$ cat src/rtl/fifo_write_arbiter.sv
// fifo_write_arbiter
//   Shares the write port of one FIFO among four requesters. Selection is
//   round-robin. A granted requester keeps the write side for up to MAX_BURST
//   words and then gives it up. There is always one idle cycle between grants.
//
// Ports
//   clock        system clock, all state updates on the rising edge
//   reset        synchronous, active-high
//   req[i]       requester i has a word on its req_data slice
//   req_data     requester i word on [i*DATA_WIDTH +: DATA_WIDTH]
//   grant        registered one-hot owner, zero when idle
//   ack          combinational one-hot, the owner's word is written this cycle
//   fifo_write   combinational FIFO write strobe
//   fifo_datain  owner's word while writing, otherwise zero
//   fifo_full    FIFO full flag, blocks writes while high
//   busy         registered, high while a grant is held
module fifo_write_arbiter #(
  parameter int DATA_WIDTH = 8,
  parameter int MAX_BURST  = 4
) (
  input  logic                      clock,
  input  logic                      reset,
  input  logic [3:0]                req,
  input  logic [4*DATA_WIDTH-1:0]   req_data,
  output logic [3:0]                grant,
  output logic [3:0]                ack,
  output logic                      fifo_write,
  output logic [DATA_WIDTH-1:0]     fifo_datain,
  input  logic                      fifo_full,
  output logic                      busy
);

  typedef enum logic {IDLE, GRANT} state_e;

  localparam logic [3:0] BURST_LAST = 4'(MAX_BURST);

  state_e      state_q, state_d;
  logic [3:0]  grant_q, grant_d;
  logic        busy_q,  busy_d;
  logic [3:0]  count_q, count_d;
  logic [1:0]  ptr_q,   ptr_d;
  logic [1:0]  owner_q, owner_d;
  logic        wr;
  logic        found;
  logic [1:0]  idx;

  // State register
  always_ff @(posedge clock) begin
    if (reset) begin
      state_q <= IDLE;
      grant_q <= '0;
      busy_q  <= 1'b0;
      count_q <= '0;
      ptr_q   <= '0;
      owner_q <= '0;
    end else begin
      state_q <= state_d;
      grant_q <= grant_d;
      busy_q  <= busy_d;
      count_q <= count_d;
      ptr_q   <= ptr_d;
      owner_q <= owner_d;
    end
  end

  // Output logic. The reset qualifier keeps a mid-burst reset from writing
  // in the cycle where reset is high but the registers still show GRANT.
  always_comb begin
    wr          = (state_q == GRANT) && req[owner_q] && !fifo_full && !reset;
    ack         = '0;
    fifo_write  = wr;
    fifo_datain = '0;
    if (wr) begin
      ack[owner_q] = 1'b1;
      fifo_datain  = req_data[int'(owner_q)*DATA_WIDTH +: DATA_WIDTH];
    end
  end

  // Next-state logic
  always_comb begin
    state_d = state_q;
    grant_d = grant_q;
    busy_d  = busy_q;
    count_d = count_q;
    ptr_d   = ptr_q;
    owner_d = owner_q;
    found   = 1'b0;
    idx     = '0;
    case (state_q)
      IDLE: begin
        // Scan upward from the pointer. The 2-bit index wraps modulo 4.
        for (int unsigned i = 0; i < 4; i++) begin
          idx = ptr_q + 2'(i);
          if (!found && req[idx]) begin
            found   = 1'b1;
            owner_d = idx;
          end
        end
        if (found) begin
          state_d = GRANT;
          grant_d = 4'b0001 << owner_d;
          busy_d  = 1'b1;
          count_d = '0;
        end
      end
      GRANT: begin
        if (wr) count_d = count_q + 4'd1;
        if (!req[owner_q] || (wr && (count_q + 4'd1 == BURST_LAST))) begin
          state_d = IDLE;
          grant_d = '0;
          busy_d  = 1'b0;
          ptr_d   = owner_q + 2'd1;
        end
      end
      default: state_d = IDLE;
    endcase
  end

  assign grant = grant_q;
  assign busy  = busy_q;

endmodule

$ cat config.mk
export PLATFORM = sky130hd
export DESIGN_NAME = fifo_write_arbiter
export DESIGN_NICKNAME = d
export VERILOG_FILES = /design/src/rtl/fifo_write_arbiter.sv
export SDC_FILE = /design/constraint.sdc
export NUM_CORES = 1
export LEC_CHECK = 0
export BUFFER_PORTS_ARGS = -buffer_cell sky130_fd_sc_hd__buf_2
export CORE_MARGIN = 8
export CORE_UTILIZATION = 45
export CTS_BUF_LIST = sky130_fd_sc_hd__clkbuf_16
export CTS_CLUSTER_DIAMETER = 150
export DETAILED_ROUTE_END_ITERATION = 6
export GPL_TIMING_DRIVEN = 0
export MAX_ROUTING_LAYER = met4
export PLACE_DENSITY = 0.77
export SLEW_MARGIN = 40
export SYNTH_ARGS = -nofsm -noshare
export SYNTH_HDL_FRONTEND = slang
export SYNTH_SLANG_ARGS = --single-unit
$ cat constraint.sdc
create_clock -name clock -period 2.6 [get_ports clock]
set_clock_uncertainty 0.05 [all_clocks]
set_input_delay 0.26 -clock clock [delete_from_list [all_inputs] [get_ports clock]]
set_output_delay 0.26 -clock clock [all_outputs]
set_load 0.01 [all_outputs]
Word level (Yosys, flattened, before mapping)
Cells that the tools add are included.

Word-level logic and storage cells: 81. Output and inout bits: 18. Bits in registers: 14.

Add/sub/neg operators: 5. Mux-type cells: 39. Equality and inequality tests: 4. Order comparisons: 6. Reductions and logical operators: 18. Bitwise gates (word level): 1. Shift operators: 2.

Operators by type and width (number): $shiftx 32x6->8 (1); $mux 4 (5); $mux 1 (18); $pmux 4 s2 (2); $lt 2x3->1 const B (5); $bmux 1 s2 (5); $mux 2 (5); $logic_and 1x1->1 (8); $mux 8 (1); $logic_not 1->1 (6); $reduce_and 2->1 (3); $add 2x1->2 const B (2); $add 2x2->2 const B (2); $add 4x1->4 const B (1); $eq 4x3->1 const B (1); $ne 2x1->1 const B (2); $pmux 1 s2 (2); $shl 1x2->4 const A (1); $demux 1 s2 (1); $ge 2x1->1 const B (1); $ne 2x2->1 const B (1); $logic_or 1x1->1 (1); $not 1->1 (1).

Depth between registers and ports, before layout
Gate-level depths: netlist (run 1).

Depth after elaboration: 19. Gate-level depth with buffers: 6. Gate-level depth less buffers: 6.

Least setup slack after synthesis (run 1)
OpenSTA, ideal clock, no wires.

Path kind: reg-to-output. Start: register owner_q[0]. End: output ack[1]. Path buffers: 1. Data arrival time: 1.497 ns. Data required time: 2.290 ns. Stages on the path, launching flop included: 6. Slack: 0.793 ns. Path through: dfxtp_1 -> mux4_2 -> nand3_2 -> inv_2 -> clkbuf_1 -> and2_1.

Word-level cells in the longest chain between the ends: 6. Elaborated cells on any way between the ends: 11. Those cells by class: order compare: 2; mux: 5; reduce/logical: 4.

RTL lines: start: declaration (RTL line 42) `logic [1:0] owner_q, owner_d;`; start signal: assignment (RTL line 62) `owner_q <= owner_d;`; $bmux 1 s2 (RTL line 69) `wr = (state_q == GRANT) && req[owner_q] && !fifo_full && !reset;`; $mux 1 (implied by the code) (RTL line 69); $logic_and 1x1->1 (3 in series) (RTL line 69); named net fifo_write (RTL line 27) `output logic fifo_write,`; $mux 4 (RTL line 73) `if (wr) begin`; end: declaration (RTL line 26) `output logic [3:0] ack,`.

The timed path passes the listed nets, and every way through them passes these cells. The select of a mux whose other input is x is not followed.

Final worst setup path (run 1)
Start: register owner_q[0]. End: output ack[1].

Word-level cells in the longest chain between the ends: 6. Elaborated cells on any way between the ends: 11. Those cells by class: order compare: 2; mux: 5; reduce/logical: 4.

RTL lines (RTL line): branches (longest 5 deep; another with $lt 2x3->1); $mux 4 * (73).

Every way passes the cells marked *. The select of a mux whose other input is x is not followed.

==> results summary, run 1 <==
The final layout net count came out at 255. The internal power came out at 0.000548 W. The area growth from synthesis to final layout is 31.0%. The setup total negative slack came out at 0 ns.

TritonCTS built the clock tree. The count of different cell masters after synthesis came out at 44. Clock-pin slew was measured on the worst setup and hold paths at around 0.04 ns. After detailed routing, the total wire length is between 3 and 4 mm.

In this run, synthesis inferred 0 flip-flops with an integrated enable. By count the netlist is led by 15 x sky130_fd_sc_hd__nor2_1, 14 x sky130_fd_sc_hd__dfxtp_1, 12 x sky130_fd_sc_hd__and2_1. The fraction of layout instances using a drive strength above 1 came out at between 30% and 40%. The proportion of synthesized area in mux cells is a little under 20%.

The largest fanout on the critical path came out at 10. The hold buffer count at CTS is 0. The post-detailed-route wirelength per cell is roughly 15 um. The total die area came out at 4820 um^2. The worst-case register-to-register setup slack came out at roughly 0.63 ns. The path class of the tightest hold or removal check is in -> reg.

The library cell occupying the most area in the post-synthesis netlist is sky130_fd_sc_hd__dfxtp_1. The count of nets left with antenna violations after detail routing is 0. The area share of fa/ha/maj cells after synthesis came out at ~5%. The via total after detailed routing is 1379. For this run, design rule violations remaining after detail routing come to 0. Setup repair after global routing left no endpoint under its margin. The type of the worst setup path is reg -> out. The top cell family by delay on the critical path is multiplexers.

Final hold analysis gives a worst-case slack of between 0.3 and 0.4 ns. The number of H-tree levels is 1. Walking the worst path, the cells encountered are mux4_2, nand3_2, inv_2, clkbuf_1, and2_1, buf_2. The share of flip-flops with an asynchronous set or reset came out at 0%. The post-synthesis instance area came out at about 1300 um^2. The transition time at the pin with the least slew margin came out at 0.525 ns. The number of cells on the worst hold path came out at 3.

The startpoint identified for the worst hold timing path is reset. The flow ran to the end, and the final reports show no timing, DRC or antenna violations. The final critical-path setup slack is between 0.3 and 0.4 ns.

The arrival time of the worst setup path came out at 1.98 ns. VDD sags by at most ~0.52 mV. The total setup buffers inserted after CTS came out at 0. The overall die width is 69.4 um. In this run the power density over the cells is approximately 460 nW/um^2. The total iterations of the first detailed-routing run came out at 4.

The final global-route overflow total came out at 0. The fraction of the mapped netlist area in compound gates is 19.5%. The cell area after layout came out at ~1700 um^2. The y dimension of the die is approximately 69 um. The register share of total power came out at a little under a third. The CTS buffer count is 3. The largest individual stage delay along the critical path comes from the cell sky130_fd_sc_hd__mux4_2. The setup-violating endpoint count in the final report came out at 0. The maximum number of pins on one net before global-route repair is 11. The number of warnings printed during yosys synthesis came out at 0. The via count of the first global-routing pass was 1293. The via-per-instance ratio came out at around 5.7. The clock latency on the worst-skew pair is 0.25 ns. The number of max-slew violations in the final report came out at 0. The combinational fraction of design power is about 30%.

The initialized floorplan defines 19 standard-cell rows. For this configuration, the core starts out at a cell density of 47.0%. The switching power came out at approximately 0.00022 W. The core region is roughly 2700 um^2.

The global router's overall resource usage came out at between 10% and 20%. In this run, the clock network consumes a little under two fifths of the power. The I/O pin total came out at 57. The post-cts repair resize count is 0. CTS placed an instance of sky130_fd_sc_hd__clkbuf_16 at the clock tree root. The leakage component of the power is between 0.7 and 0.8 nW. The placer congestion estimate came out at roughly 0.96.

The CTS sink count is 14. The wire length of the first global-routing pass came out at 6.26 mm. The synthesized-area fraction occupied by and/or/nand/nor cells is 26.9%. STA classifies the critical path endpoint as a primary output.

The per-instance average area after synthesis came out at 8.57 um^2. The number of antenna violations at the first check in global routing came out at 0. The pre-CTS setup slack came out at 0.573 ns. The peak per-stage delay on the critical path is approximately 0.58 ns. The time the worst path needs with I/O delays and setup is ~2.3 ns. The required time reported for the critical path endpoint came out at roughly 2.3 ns.

The sequential area share after synthesis came out at a little over a fifth. The endpoint identified for the worst register-to-register timing path is ptr_q[1]$_SDFFE_PP0P_. The count of buffering cells on the critical path with inverters included is 3.

The sum of net half-perimeters after detailed placement came out at slightly below 3 mm. The maximum operating frequency came out at roughly 440 MHz. The path depth of the worst reg2reg path came out at 6.

After the first detailed-routing iteration, the DRC count stood at slightly below 70. The number of antenna diodes in the final layout is 0. The category of the worst setup path launch point is a flop.

In the synthesized netlist the dominant register cell turns out to be sky130_fd_sc_hd__dfxtp_1. During placement, the flow inserted port buffers numbering 56. The most common cell in the synthesized netlist is sky130_fd_sc_hd__nor2_1.

The area share of the leading cell type in the synthesized netlist is a little over a fifth. The number of violations of the max-capacitance limit came out at 0. The final critical-path share of the clock period is 88.0%. The number of nets in the synthesized netlist came out at approximately 190. The maximum clock insertion buffer count came out at 2. After synthesis, the largest family of logic cells by area is simple AND/OR/NAND/NOR gates. The share of total power consumed by net switching came out at between 20 and 30%.

The worst flop-to-flop path startpoint is count_q[0]$_SDFFE_PP0P_. The worst slew margin relative to its limit came out at 64.7%. The synthesized-area fraction occupied by xor and xnor cells is less than 1%.

The post-placement cell area is ~1600 um^2. The synthesis-stage register bit count is 14. After synthesis, the cell types taking the most area are sky130_fd_sc_hd__dfxtp_1 22%, sky130_fd_sc_hd__mux4_2 16%, sky130_fd_sc_hd__and2_1 5.8%, sky130_fd_sc_hd__ha_1 4.9%, sky130_fd_sc_hd__nor2_1 4.4%.

For hold timing, the worst endpoint is grant[1]$_SDFFE_PP0P_. The number of cells produced by synthesis is 150. The final number of hold-violating endpoints is 0.
flip-flops by register name, indices dropped and copies added (netlist names):
register / count
busy: 1
count_q: 4
grant: 4
owner_q: 2
ptr_q: 2
state_q: 1
placed cells by master (no fill, tap or decap), types with 8 or more instances in the layout:
cell	instances
sky130_fd_sc_hd__a21oi_1	9
sky130_fd_sc_hd__and2_1	12
sky130_fd_sc_hd__buf_2	64
sky130_fd_sc_hd__dfxtp_1	14
sky130_fd_sc_hd__mux4_2	9
sky130_fd_sc_hd__nand2_1	8
sky130_fd_sc_hd__nor2_1	15
logic make-up after synthesis:
family | Yosys count
compound gates | 34
xor+xnor | 1
fa+ha+maj | 5
buf+inv | 19
flops | 14
mux | 14
simple gates | 63
metrics by stage:
step / instances / power [W] / util, %
2_1_floorplan: 150 / 0.000404 / -
3_5_place_dp: 237 / 0.000477 / 58.7
6_report: 241 / 0.000772 / 61.6
3_3_place_gp: 237 / 0.000476 / 58.7
4_1_cts: 241 / 0.000774 / 61.6
5_1_grt: 241 / 0.000816 / 61.6
power by group through the flow:
| stage | Combinational, W | Sequential (W) | Clock (W) |
|---|---|---|---|
| 2_1_floorplan | 0.000158 | 0.000245 | 0 |
| 3_3_place_gp | 0.000231 | 0.000244 | 0 |
| 3_5_place_dp | 0.000233 | 0.000244 | 0 |
| 4_1_cts | 0.000236 | 0.000240 | 0.000298 |
| 5_1_grt | 0.000262 | 0.000242 | 0.000312 |
| 6_report | 0.000235 | 0.000241 | 0.000297 |
cell type report:
type	count	area [um^2]
Timing Repair Buffer	56	280
Multi-Input combinational cell	117	920
Inverter	7	26.3
Clock buffer	3	75.1
Buffer	12	58.8
Clock inverter	1	3.75
Sequential cell	14	280
Tap cell	31	38.8
Fill cell	243	1050
routing by layer:
layer	part of all wire, %	routed length [um]	vias to the layer above	GRT usage (%)
li1	-	-	681	-
met1	46	1690	619	19.9
met2	42	1550	75	22.6
met3	11	422	4	6.29
met4	0.46	17	0	2.73
met5	0	0	-	-
worst max-delay path by stage:
stage,from,to,cells after the start
finish,owner_q[0]$_SDFFE_PP0N_,ack[1],6
global route,owner_q[0]$_SDFFE_PP0N_,ack[1],6
CTS,owner_q[0]$_SDFFE_PP0N_,ack[1],6
detailed placement,owner_q[0]$_SDFFE_PP0N_,ack[1],6
global placement,owner_q[0]$_SDFFE_PP0N_,ack[1],6
floorplan,owner_q[0]$_SDFFE_PP0N_,ack[1],5
tightest hold or removal path, stage by stage:
cell and delay (ns):
sky130_fd_sc_hd__buf_2 0.13, sky130_fd_sc_hd__nor2_2 0.07, sky130_fd_sc_hd__o2bb2ai_1 0.11
Note: power is estimated with default switching activity, not from simulation.
==> inputs of run 2 (changes only) <==
CORE_MARGIN = 5   (was 8)
==> run 2 against run 1 <==
Critical path depth stayed put. Count of clock-buffer cells in the layout stayed put. Largest cell class unchanged. Wire length decreased by 6.6%. Largest power group unchanged. Flip-flop and latch count unchanged. Hold slack improved by 0.0067 ns. Cell count stayed put. Die area fell by 17%.
==> results summary, run 2 (same netlist as run 1, synthesis figures left out) <==
The flow ran to the end, and the final reports show no timing, DRC or antenna violations. The internal power is 0.000547 W. The time the worst path needs with I/O delays and setup is 2.27 ns. The count of nets left with antenna violations after detail routing came out at 0. The worst setup path is captured at a primary output. The switching power is about 0.00022 W.

Dividing the final minimum period by the clock period gives 87.2%. In the layout the commonest cells are 64 x sky130_fd_sc_hd__buf_2, 15 x sky130_fd_sc_hd__nor2_1, 14 x sky130_fd_sc_hd__dfxtp_1. TritonCTS built the clock tree. The maximum operating frequency is 441 MHz. The I/O pin total is 57.

Once the floorplan was initialized, standard cells occupied 46.6% of the core. The post-CTS clock slew at the launch and capture registers of the worst setup and hold paths is around 0.040 ns. The CTS buffer count is 3. The combinational fraction of design power is between 30% and 40%.

The number of placement rows came out at 19. Setup repair after global routing left no endpoint under its margin. The category of the worst setup path launch point is a flop. The placer congestion estimate is between 0.9 and 1. The final number of hold-violating endpoints came out at 0. Of the cells placed in the final design, the portion with a size suffix greater than 1 is about two fifths.

At the later pin of the worst-skew pair, clock insertion delay measures 0.24 ns. The final critical-path setup slack is between 0.3 and 0.4 ns. The leakage component of the power came out at about 0.76 nW. The share of total power consumed by net switching came out at 28.5%.

The count of unresolved DRC violations after routing is 0. Gates resized during post-CTS repair numbered 0. Power spread over the standard cell area amounts to ~460 nW/um^2. The clock network fraction of design power is 38.1%. The total power after layout came out at about 0.00077 W.

In this run the tightest slew margin relative to its limit is 66.7%. Data arrives at the worst endpoint at around 2.0 ns. The number of antenna violations at the first check in global routing is 0. The area growth from synthesis to final layout came out at 31.0%. In the final routed layout, each cell accounts on average for around 14 um.

The total die area came out at 4020 um^2. The number of H-tree levels is 1. Detailed placement finished with a half-perimeter wire length of 2.73 mm.

The total wire length came out at 3.44 mm. The worst hold path class is in -> reg. The CTS sink count came out at 14.

The transition time at the pin with the least slew margin is around 0.50 ns. The total iterations of the first detailed-routing run came out at 4. The number of buffer cells added on primary ports came out at 56. In this run the horizontal extent of the chip is about 63 um. Leaving out fill and tap cells, the most frequent cell in the layout is sky130_fd_sc_hd__buf_2.

The wire length of the first global-routing pass is 5.76 mm. The fraction of the core area covered by cells at the end of the flow came out at around three fifths. The number of violations of the max-capacitance limit came out at 0. The critical path is of the reg -> out type. The y dimension of the die is 63.4 um. The number of max-slew violations in the final report is 0.

Sequential cells account for between 30% and 40% of the total power. The final global-route overflow total is 0. The via count of the first global-routing pass came out at 1259. The required time reported for the critical path endpoint is around 2.3 ns. The pre-CTS setup slack came out at 0.586 ns.

The maximum clock insertion buffer count is 2. Hold repair after CTS inserted 0 buffers. Once the clock tree was built, the setup fixing pass inserted 0 buffers.

The region available for standard cell placement spans about 2800 um^2. The maximum number of pins on one net before global-route repair came out at 11. The setup total negative slack came out at 0 ns.

Setup violations remaining at the end of the flow were counted as 0. The maximum ir drop on the vdd rail is approximately 0.38 mV. The via total after detailed routing is 1353. The total inserted antenna cells is 0. The final layout net count is between 200 and 300. Of all nets on the critical path, the largest fanout is 10. The DRC marker count from the first detailed-route iteration is 47. The via-per-instance ratio came out at roughly 5.6. The global router's overall resource usage is 17.5%.

The cell sitting at the root of the clock tree is a sky130_fd_sc_hd__clkbuf_16.
## run 2: cell counts in the layout (fill, tap and decap cells not counted)
No cell type changed its count.
## run 2: layout make-up
cell class                      count  area (um^2)
Inverter                            7         26.3
Fill cell                         239         1070
Tap cell                           31         38.8
Buffer                             12         58.8
Clock inverter                      1         3.75
Clock buffer                        3         75.1
Timing Repair Buffer               56          280
Sequential cell                    14          280
Multi-Input combinational cell    117          920
## run 2: metrics by stage
| step | std cells | cell area (um^2) | hold slack [ns] |
|---|---|---|---|
| floorplan | 150 | 1280 | 0.396 |
| global placement | 237 | 1600 | 0.397 |
| detailed placement | 237 | 1600 | 0.397 |
| global route | 241 | 1680 | 0.351 |
| finish | 241 | 1680 | 0.332 |
| CTS | 241 | 1680 | 0.330 |
## run 2: worst paths after layout
check / cells after the start / startpoint / end / slack [ns]
setup / recovery: 6 / owner_q[0]$_SDFFE_PP0N_ / ack[1] / 0.33
hold / removal: 3 / reset / grant[1]$_SDFFE_PP0P_ / 0.33
setup reg to reg: 6 / count_q[0]$_SDFFE_PP0P_ / ptr_q[0]$_SDFFE_PP0P_ / 0.70
hold reg to reg: 1 / grant[1]$_SDFFE_PP0P_ / grant[1]$_SDFFE_PP0P_ / 0.41
## run 2: power groups by stage
stage / combinational [W] / clock (W) / sequential [W]
global placement: 0.000230 / 0 / 0.000244
floorplan: 0.000158 / 0 / 0.000245
detailed placement: 0.000232 / 0 / 0.000245
CTS: 0.000234 / 0.000299 / 0.000240
finish: 0.000233 / 0.000292 / 0.000241
global route: 0.000260 / 0.000316 / 0.000242
## run 2: worst max-delay path, stage by stage (launching register included)
cell                       delay (ns)
sky130_fd_sc_hd__dfxtp_1         0.40
sky130_fd_sc_hd__mux4_2          0.58
sky130_fd_sc_hd__nand3_2         0.16
sky130_fd_sc_hd__inv_2           0.09
sky130_fd_sc_hd__clkbuf_1        0.17
sky130_fd_sc_hd__and2_1          0.18
sky130_fd_sc_hd__buf_2           0.13
## run 2: metal layers
layer / GRT usage [%] / part of all wire, % / vias up
met1: 22.6 / 45 / 603
met2: 26.5 / 43 / 69
met5: - / 0 / -
met3: 6.22 / 11 / 4
li1: - / - / 677
met4: 3.12 / 1.1 / 0
